$ cat src/rtl/buffer_seq_pkg.sv
// Shared types and defaults for the majority-counter readout sequencer.
package buffer_seq_pkg;

    localparam int unsigned BEAT_W      = 256;
    localparam int unsigned CORENUM_DEF = 14;
    localparam int unsigned BEATS_DEF   = 4;

    typedef enum logic [2:0] {
        StIdle,
        StAccum,
        StSettle,
        StStream,
        StDone
    } state_e;

endpackage

$ cat src/rtl/buffer_seq_beat_issuer.sv
// Beat counter and valid/ready handshake that walks the counter bank through its readout beats.
module beat_issuer #(
    parameter int unsigned BEATS = 4,
    parameter int unsigned IDX_W = 2
) (
    input  logic             clk,
    input  logic             rst,
    input  logic             clr_i,
    input  logic             en_i,
    input  logic             dst_ready_i,
    output logic             stream_v_o,
    output logic [IDX_W-1:0] stream_idx_o,
    output logic             dst_valid_o,
    output logic             dst_last_o,
    output logic             last_acc_o
);

    localparam logic [IDX_W:0]   BeatsMax = (IDX_W+1)'(BEATS);
    localparam logic [IDX_W-1:0] LastIdx  = IDX_W'(BEATS-1);

    logic [IDX_W:0]   beat_q, beat_d;
    logic [IDX_W-1:0] held_q, held_d;
    logic             dst_valid_q, dst_valid_d;
    logic             issue;

    // Issue must see this cycle's dst_ready so a held beat is never overwritten
    // while still allowing one beat per cycle under continuous acceptance.
    always_comb begin
        issue       = en_i && (!dst_valid_q || dst_ready_i) && (beat_q < BeatsMax);
        beat_d      = beat_q;
        held_d      = held_q;
        dst_valid_d = dst_valid_q;
        if (clr_i) begin
            beat_d      = '0;
            held_d      = '0;
            dst_valid_d = 1'b0;
        end else if (issue) begin
            beat_d      = beat_q + (IDX_W+1)'(1);
            held_d      = beat_q[IDX_W-1:0];
            dst_valid_d = 1'b1;
        end else if (dst_valid_q && dst_ready_i) begin
            dst_valid_d = 1'b0;
        end
    end

    always_ff @(posedge clk or negedge rst) begin
        if (!rst) begin
            beat_q      <= '0;
            held_q      <= '0;
            dst_valid_q <= 1'b0;
        end else begin
            beat_q      <= beat_d;
            held_q      <= held_d;
            dst_valid_q <= dst_valid_d;
        end
    end

    assign stream_v_o   = issue;
    assign stream_idx_o = beat_q[IDX_W-1:0];
    assign dst_valid_o  = dst_valid_q;
    assign dst_last_o   = dst_valid_q && (held_q == LastIdx);
    assign last_acc_o   = dst_valid_q && dst_ready_i && (held_q == LastIdx);

endmodule

$ cat src/rtl/buffer_seq.sv
// Store-pulse sequencer and readout controller for the per-dimension majority-counter bank.
module buffer_seq
    import buffer_seq_pkg::*;
#(
    parameter int unsigned CORENUM = CORENUM_DEF,
    parameter int unsigned BEATS   = BEATS_DEF,
    parameter int unsigned IDX_W   = 2,
    parameter int unsigned SETTLE  = 2
) (
    input  logic               clk,
    input  logic               rst,
    input  logic               start,
    input  logic [CORENUM-1:0] core_valid,
    input  logic               last,
    output logic [CORENUM-1:0] core_ack,
    output logic [CORENUM-1:0] store,
    output logic               store_flag,
    output logic               stream_v,
    output logic [IDX_W-1:0]   stream_i,
    output logic               dst_valid,
    input  logic               dst_ready,
    output logic               dst_last,
    output logic               busy,
    output logic               done
);

    localparam int unsigned     CNT_W      = $clog2(SETTLE + 1);
    localparam logic [CNT_W-1:0] SettleLast = CNT_W'(SETTLE - 1);

    state_e             state_q, state_d;
    logic               first_q, first_d;
    logic [CNT_W-1:0]   settle_q, settle_d;
    logic [CORENUM-1:0] store_q, store_d;
    logic               flag_q, flag_d;
    logic               busy_q, done_q;
    logic               last_acc;

    always_comb begin
        state_d  = state_q;
        first_d  = first_q;
        settle_d = settle_q;
        store_d  = '0;
        flag_d   = 1'b0;
        unique case (state_q)
            StIdle: begin
                if (start) begin
                    state_d = StAccum;
                    first_d = 1'b1;
                end
            end
            StAccum: begin
                store_d = core_valid;
                flag_d  = first_q & (|core_valid);
                if (|core_valid) first_d = 1'b0;
                if (last) begin
                    state_d  = StSettle;
                    settle_d = '0;
                end
            end
            // Counting starts in the cycle the final store pulse is visible.
            StSettle: begin
                if (settle_q == SettleLast) begin
                    state_d  = StStream;
                    settle_d = '0;
                end else begin
                    settle_d = settle_q + CNT_W'(1);
                end
            end
            StStream: begin
                if (last_acc) state_d = StDone;
            end
            StDone: begin
                state_d = StIdle;
            end
            default: begin
                state_d = StIdle;
            end
        endcase
    end

    always_ff @(posedge clk or negedge rst) begin
        if (!rst) begin
            state_q  <= StIdle;
            first_q  <= 1'b0;
            settle_q <= '0;
            store_q  <= '0;
            flag_q   <= 1'b0;
            busy_q   <= 1'b0;
            done_q   <= 1'b0;
        end else begin
            state_q  <= state_d;
            first_q  <= first_d;
            settle_q <= settle_d;
            store_q  <= store_d;
            flag_q   <= flag_d;
            busy_q   <= (state_d != StIdle);
            done_q   <= (state_d == StDone);
        end
    end

    beat_issuer #(
        .BEATS (BEATS),
        .IDX_W (IDX_W)
    ) u_beat_issuer (
        .clk          (clk),
        .rst          (rst),
        .clr_i        (state_q == StIdle),
        .en_i         (state_q == StStream),
        .dst_ready_i  (dst_ready),
        .stream_v_o   (stream_v),
        .stream_idx_o (stream_i),
        .dst_valid_o  (dst_valid),
        .dst_last_o   (dst_last),
        .last_acc_o   (last_acc)
    );

    assign store      = store_q;
    assign core_ack   = store_q;
    assign store_flag = flag_q;
    assign busy       = busy_q;
    assign done       = done_q;

endmodule
$ cat config.mk
export PLATFORM = sky130hd
export DESIGN_NAME = buffer_seq
export DESIGN_NICKNAME = d
export VERILOG_FILES = /design/src/rtl/buffer_seq_pkg.sv /design/src/rtl/buffer_seq_beat_issuer.sv /design/src/rtl/buffer_seq.sv
export SDC_FILE = /design/constraint.sdc
export NUM_CORES = 1
export LEC_CHECK = 0
export BUFFER_PORTS_ARGS = -buffer_cell sky130_fd_sc_hd__buf_2
export CAP_MARGIN = 25
export CORE_ASPECT_RATIO = 0.8
export CORE_MARGIN = 5
export CORE_UTILIZATION = 40
export CTS_CLUSTER_SIZE = 16
export DETAILED_ROUTE_END_ITERATION = 16
export GPL_TIMING_DRIVEN = 0
export PLACE_DENSITY = 0.66
export SYNTH_ARGS = -nofsm -noshare
export SYNTH_HDL_FRONTEND = slang
export SYNTH_SLANG_ARGS = --single-unit
$ cat constraint.sdc
create_clock -name clk -period 1.65 [get_ports clk]
set_clock_uncertainty 0.1 [all_clocks]
set_input_delay 0.33 -clock clk [delete_from_list [all_inputs] [get_ports clk]]
set_output_delay 0.33 -clock clk [all_outputs]
set_load 0.05 [all_outputs]
# Word level (Yosys, flattened, before mapping)
# Index checks and enable logic that the tools add are counted.
# word_totals
reg_bits,29
output_inout_bits,36
input_bits,19
word_cells,59
# op_classes
bitwise_logic,1
n_reduce_logical,16
add_sub_neg,2
n_mux,20
eq_ne,9
order_cmp,1
# op_table
op,n
2-to-1 mux 3 bit,6
2-to-1 mux 14 bit,1
OR reduction 14 bit,1
one-hot mux 3 bit (4 select lines),1
2-to-1 mux 2 bit,4
"equality test 3 x 2 -> 1 bit, second input constant",2
2-to-1 mux 1 bit,6
"!= test 2 bit, second input constant",3
nonzero test 2 bit,3
nonzero test 3 bit,2
logical AND 1 bit,5
one-hot mux 2 bit (2 select lines),1
"adder 3 x 1 -> 3 bit, second input constant",1
"equality test 3 x 1 -> 1 bit, second input constant",1
"equality test 3 bit, second input constant",1
logical NOT 3 bit,1
"< comparator 3 bit, second input constant",1
AND reduction 3 bit,1
"adder 2 x 1 -> 2 bit, second input constant",1
"equality test 2 x 1 -> 1 bit, second input constant",1
"equality test 2 bit, second input constant",1
one-hot mux 1 bit (2 select lines),1
AND reduction 2 bit,1
AND 1 bit,1
2 further kinds,2

# Longest topological paths before layout
# depth
depth_word,6
mapped_depth,5

# Modules after synthesis
# From an unflattened synthesis, not the netlist that was laid out.
# unflattened
cells_unflattened,114
hier_area_um2,1347.5
# modules_own_cells
mod,n_inst,area_each_um2,cells_each,seq_area_each_um2
buffer_seq,1,1011.0,86,575.6
beat_issuer,1,336.6,28,150.1

# Worst setup path after synthesis
# Ideal clock, no wire load.
# synth_path
path_kind,register to register
from,"register u_beat_issuer.dst_valid_q, in the netlist u_beat_issuer.dst_valid_o"
to,register u_beat_issuer.beat_q[1]
arrival_ns,1.780
path_buffers,0
required_ns,1.425
period_less_slack_ns,2.005
stages_incl_launch_ff,4
slack_ns,-0.355
setup_ns,0.125
cell_sequence,dfrtp_1 nand2b_1 nor3b_4 mux2_2
# synth_between
elab_chain_cells,5
# synth_lines
element,line_no,rtl
"start, declared",buffer_seq_beat_issuer.sv:23,"logic dst_valid_q, dst_valid_d;"
"start signal, assigned",buffer_seq_beat_issuer.sv:54,dst_valid_q <= dst_valid_d;
logical NOT 1 bit,buffer_seq_beat_issuer.sv:29,issue = en_i && (!dst_valid_q || dst_ready_i) && (beat_q < BeatsMax);
logical OR 1 bit,buffer_seq_beat_issuer.sv:29,
logical AND 1 bit (2 in series),buffer_seq_beat_issuer.sv:29,
named net stream_v,buffer_seq.sv:18,"output logic stream_v,"
nonzero test 2 bit (no line),--,
"end signal, assigned",buffer_seq_beat_issuer.sv:52,beat_q <= beat_d;
"end, declared",buffer_seq_beat_issuer.sv:21,"logic [IDX_W:0] beat_q, beat_d;"
# The timed path passes the listed nets, and every way through them passes these cells.
# A chain may end at the register's enable or synchronous reset.

# Worst setup path in the final report
# layout_path
from,register state_q[2]
to,output port stream_v
# layout_between
elab_chain_cells,3
# layout_lines
element,line_no,rtl
"start, declared",buffer_seq.sv:30,"state_e state_q, state_d;"
"start signal, assigned",buffer_seq.sv:83,state_q <= StIdle;
"start signal, assigned",buffer_seq.sv:91,state_q <= state_d;
equality test 3 x 2 -> 1 bit,buffer_seq.sv:108,".en_i (state_q == StStream),"
logical AND 1 bit (2 in series),buffer_seq_beat_issuer.sv:29,
"end, declared",buffer_seq.sv:18,
# No other way between the ends.

==> metrics.md <==
| Metric | Value |
|---|---|
| Top delay family on crit path | flip-flops |
| Hold Path Class | primary input to flop |
| Row cnt | 18 |
| Routed vias | 996 |
| R2r endpoint | u_beat_issuer.held_q[1]$_DFFE_PN0P_ |
| Final Cycle Share | 103% |
| Setup CP Type | flop to output port |
| Top Ports | 55 |
| CP endpoint kind | output port |
| Commonest non-fill, non-tap cell in the layout | buf_2 |
| H-Tree Depth | 2 |
| Die H | 60.9 um |
| Initial core utilization | about two fifths |
| Largest net degree at the start of global routing | 30 |
| Reg2Reg Setup Slack | 120 ps |
| # fillers | between 200 and 300 |
| Clk slew on worst S/H paths | ~60 ps |
| Placer Congestion | about 0.79 |
| # port buffers | 54 |
| Count of cell types in the netlist | 30 |
| Area occupied by multi-input gates | ~440 um^2 |
| Share of cells above drive strength 1 | 53.7% |
| Crit path time final | around 1700 ps |
| Syn Inst Count | 110 |
| Grt ovf | 0 |
| Hold path endpoint | core_ack[4]$_DFF_PN0_ |
| Slew @ Worst Pin | 616 ps |
| Worst path buffer plus inverter count | 1 |
| Min Hold Slack | approximately 170 ps |
| Syn_area_per_cell | around 12 um^2 |
| Worst R2R Path Depth | 5 |
| Sequential Area | roughly 730 um^2 |
| Clk buf depth | 2 |
| Syn. warnings | 0 |
| Post-synthesis sequential area ratio | a little under three fifths |
| Layout Cells excl Fill | about 220 |
| Max IR drop VDD | about 0.97 mV |
| DR vias/cell | roughly 4.6 |
| Synthesized cell area | about 0.0013 mm^2 |
| Total track usage | 13.0% |
| Crit-path max cell delay | about 400 ps |
| Final setup viols | 1 |
| Failing checks | negative setup slack |
| Setup TNS | -45.3 ps |
| Final core utilization | between 50% and 60% |
| HP Start | core_valid[4] |
| Status | finished with violations |
| CORE AREA | approximately 0.0031 mm^2 |
| Clk Latency, worst-skew pair | between 200 and 300 ps |
| Critical Path Fanout Max | 2 |
| Worst hold stages | 2 |
| PnR worst setup slack | -45.3 ps |
| Pre-antenna DRT Iters | 4 |
| Static Leakage | just over 1 nW |
| Reg-to-Reg Start | state_q[1]$_DFF_PN0_ |
| DPL Wire Length | between 2000 and 2500 um |
| Die X | about 74 um |
| CP startpoint kind | flop |
| Drt drc | 0 |
| Vias in the first global route | 963 |
| Root Driver | clkbuf_8 |
| Critical Path RT | approximately 1200 ps |
| Relative slew margins | about three fifths |
| Fmax | 590 MHz |
| Yosys reg bits | 29 |
| CTS Sinks | 29 |
| DR WL/cell | about 12 um |
| Most frequent cells in the layout | 53 x buf_2, 27 x dfrtp_1, 21 x buf_4 |
| Critical Path, Cell by Cell | nand3b_4, nor3b_4, buf_6 |
| CTS tree | done |
| Overall Power | 3.19 mW |
| DIE AREA | 0.00449 mm^2 |
| Final Net Count | approximately 200 |
| Global-route wire length before repair | ~4300 um |
| Cts bufs inserted | 5 |
| Placed instance count | roughly 200 |
| P&R area growth vs syn | 40.5% |
| Crit path DAT | between 1000 and 1500 ps |
| Fin. max-slew vios | 0 |
| First DRT Iteration DRCs | 17 |
| Max_cap viols | 0 |
| ANT cells | 0 |
| Count of final hold-check violations | 0 |
| Syn Nets | 130 |
| Initial antenna violation count | 0 |
| Power Dens Cells | 1750 mW/mm^2 |
| Total Wirelength | about 2700 um |
| RSZ-0062 raised after global routing | true |
| Slowest-stage cell, CP | dfrtp_2 |
| Antenna viol nets, final | 0 |
cell families after synthesis:
family | share of synthesized area [%]
buf+inv | 11.6
compound gates | 5.98
flops | 56.0
fa+ha+maj | 0.965
simple gates | 22.1
mux | 3.38
power by group:
part	internal (mW)	leakage [nW]	switching, mW
logic	0.488	0.568	0.854
registers	0.864	0.374	0.105
clock network	0.599	0.0681	0.279
total	1.95	1.01	1.24
sequential cells by signal (all words and copies together), names as in the netlist:
signal and flops:
done 1, store_flag 1, busy 1, settle_q 2
u_beat_issuer.held_q 2, state_q 3, u_beat_issuer.beat_q 3, u_beat_issuer.dst_valid_o 1
core_ack 14, first_q 1
routing by layer:
| metal | share of wire, % | vias to the layer above | wire [um] | track usage (%) |
|---|---|---|---|---|
| met5 | 0 | - | 0 | 0 |
| met4 | 1.5 | 0 | 40 | 4.65 |
| met3 | 9.5 | 5 | 255 | 6.62 |
| met2 | 48 | 35 | 1280 | 20.6 |
| met1 | 41 | 467 | 1090 | 15.2 |
| li1 | - | 489 | - | - |
worst max path at each step:
stage	startpoint	cells after the start	endpoint
6_report	state_q[2]$_DFF_PN0_	3	stream_v
5_1_grt	state_q[2]$_DFF_PN0_	3	stream_v
4_1_cts	state_q[2]$_DFF_PN0_	3	stream_v
3_5_place_dp	state_q[2]$_DFF_PN0_	3	stream_v
3_3_place_gp	state_q[2]$_DFF_PN0_	3	stream_v
2_1_floorplan	u_beat_issuer.dst_valid_o$_DFFE_PN0P_	3	u_beat_issuer.beat_q[1]$_DFFE_PN0P_
per-stage QoR:
stage | cell area (um^2) | worst slack (ps)
6_report | 1820 | -45.3
5_1_grt | 1820 | -92.0
4_1_cts | 1810 | -66.8
3_5_place_dp | 1630 | -178
3_3_place_gp | 1630 | -186
2_1_floorplan | 1310 | -235
repair_timing:
action / 4_1_cts / 5_1_grt
buffers inserted: 4 / 0
hold buffers: 1 / 0
setup endpoints to repair: 1 / 14
resized for setup: 4 / 3
pin swaps: 1 / 1
endpoints found under the hold margin: 29 / 0
final cells by class:
cell class / count / area share [%]
Sequential cell: 29 / 40.0
Multi-Input combinational cell: 59 / 24.0
Timing Repair Buffer: 59 / 17.4
Buffer: 19 / 7.90
Clock buffer: 5 / 3.78
Clock inverter: 3 / 3.57
Tap cell: 40 / 2.75
Inverter: 3 / 0.618
synth_stat cells (all sizes together):
master   n  area, um^2
a211oi   1        7.51
a21oi    5        25.0
a31oi    1        6.26
a41oi    1        8.76
and2    14        87.6
and3     2        12.5
buf     18         135
clkbuf   1        3.75
dfrtp   29         726
ha       1        12.5
inv      3        11.3
mux2     3        33.8
mux2i    1        10.0
nand2    1        3.75
nand2b   2        12.5
nand3b   3        35.0
nand4    2        12.5
nor2     4        15.0
nor2b    4        25.0
nor3     3        31.3
nor3b    2        26.3
nor4     3        18.8
o21a     1        7.51
o21ai    3        15.0
o21bai   1        7.51
or2      1        6.26
(Power assumes the default switching activity.)
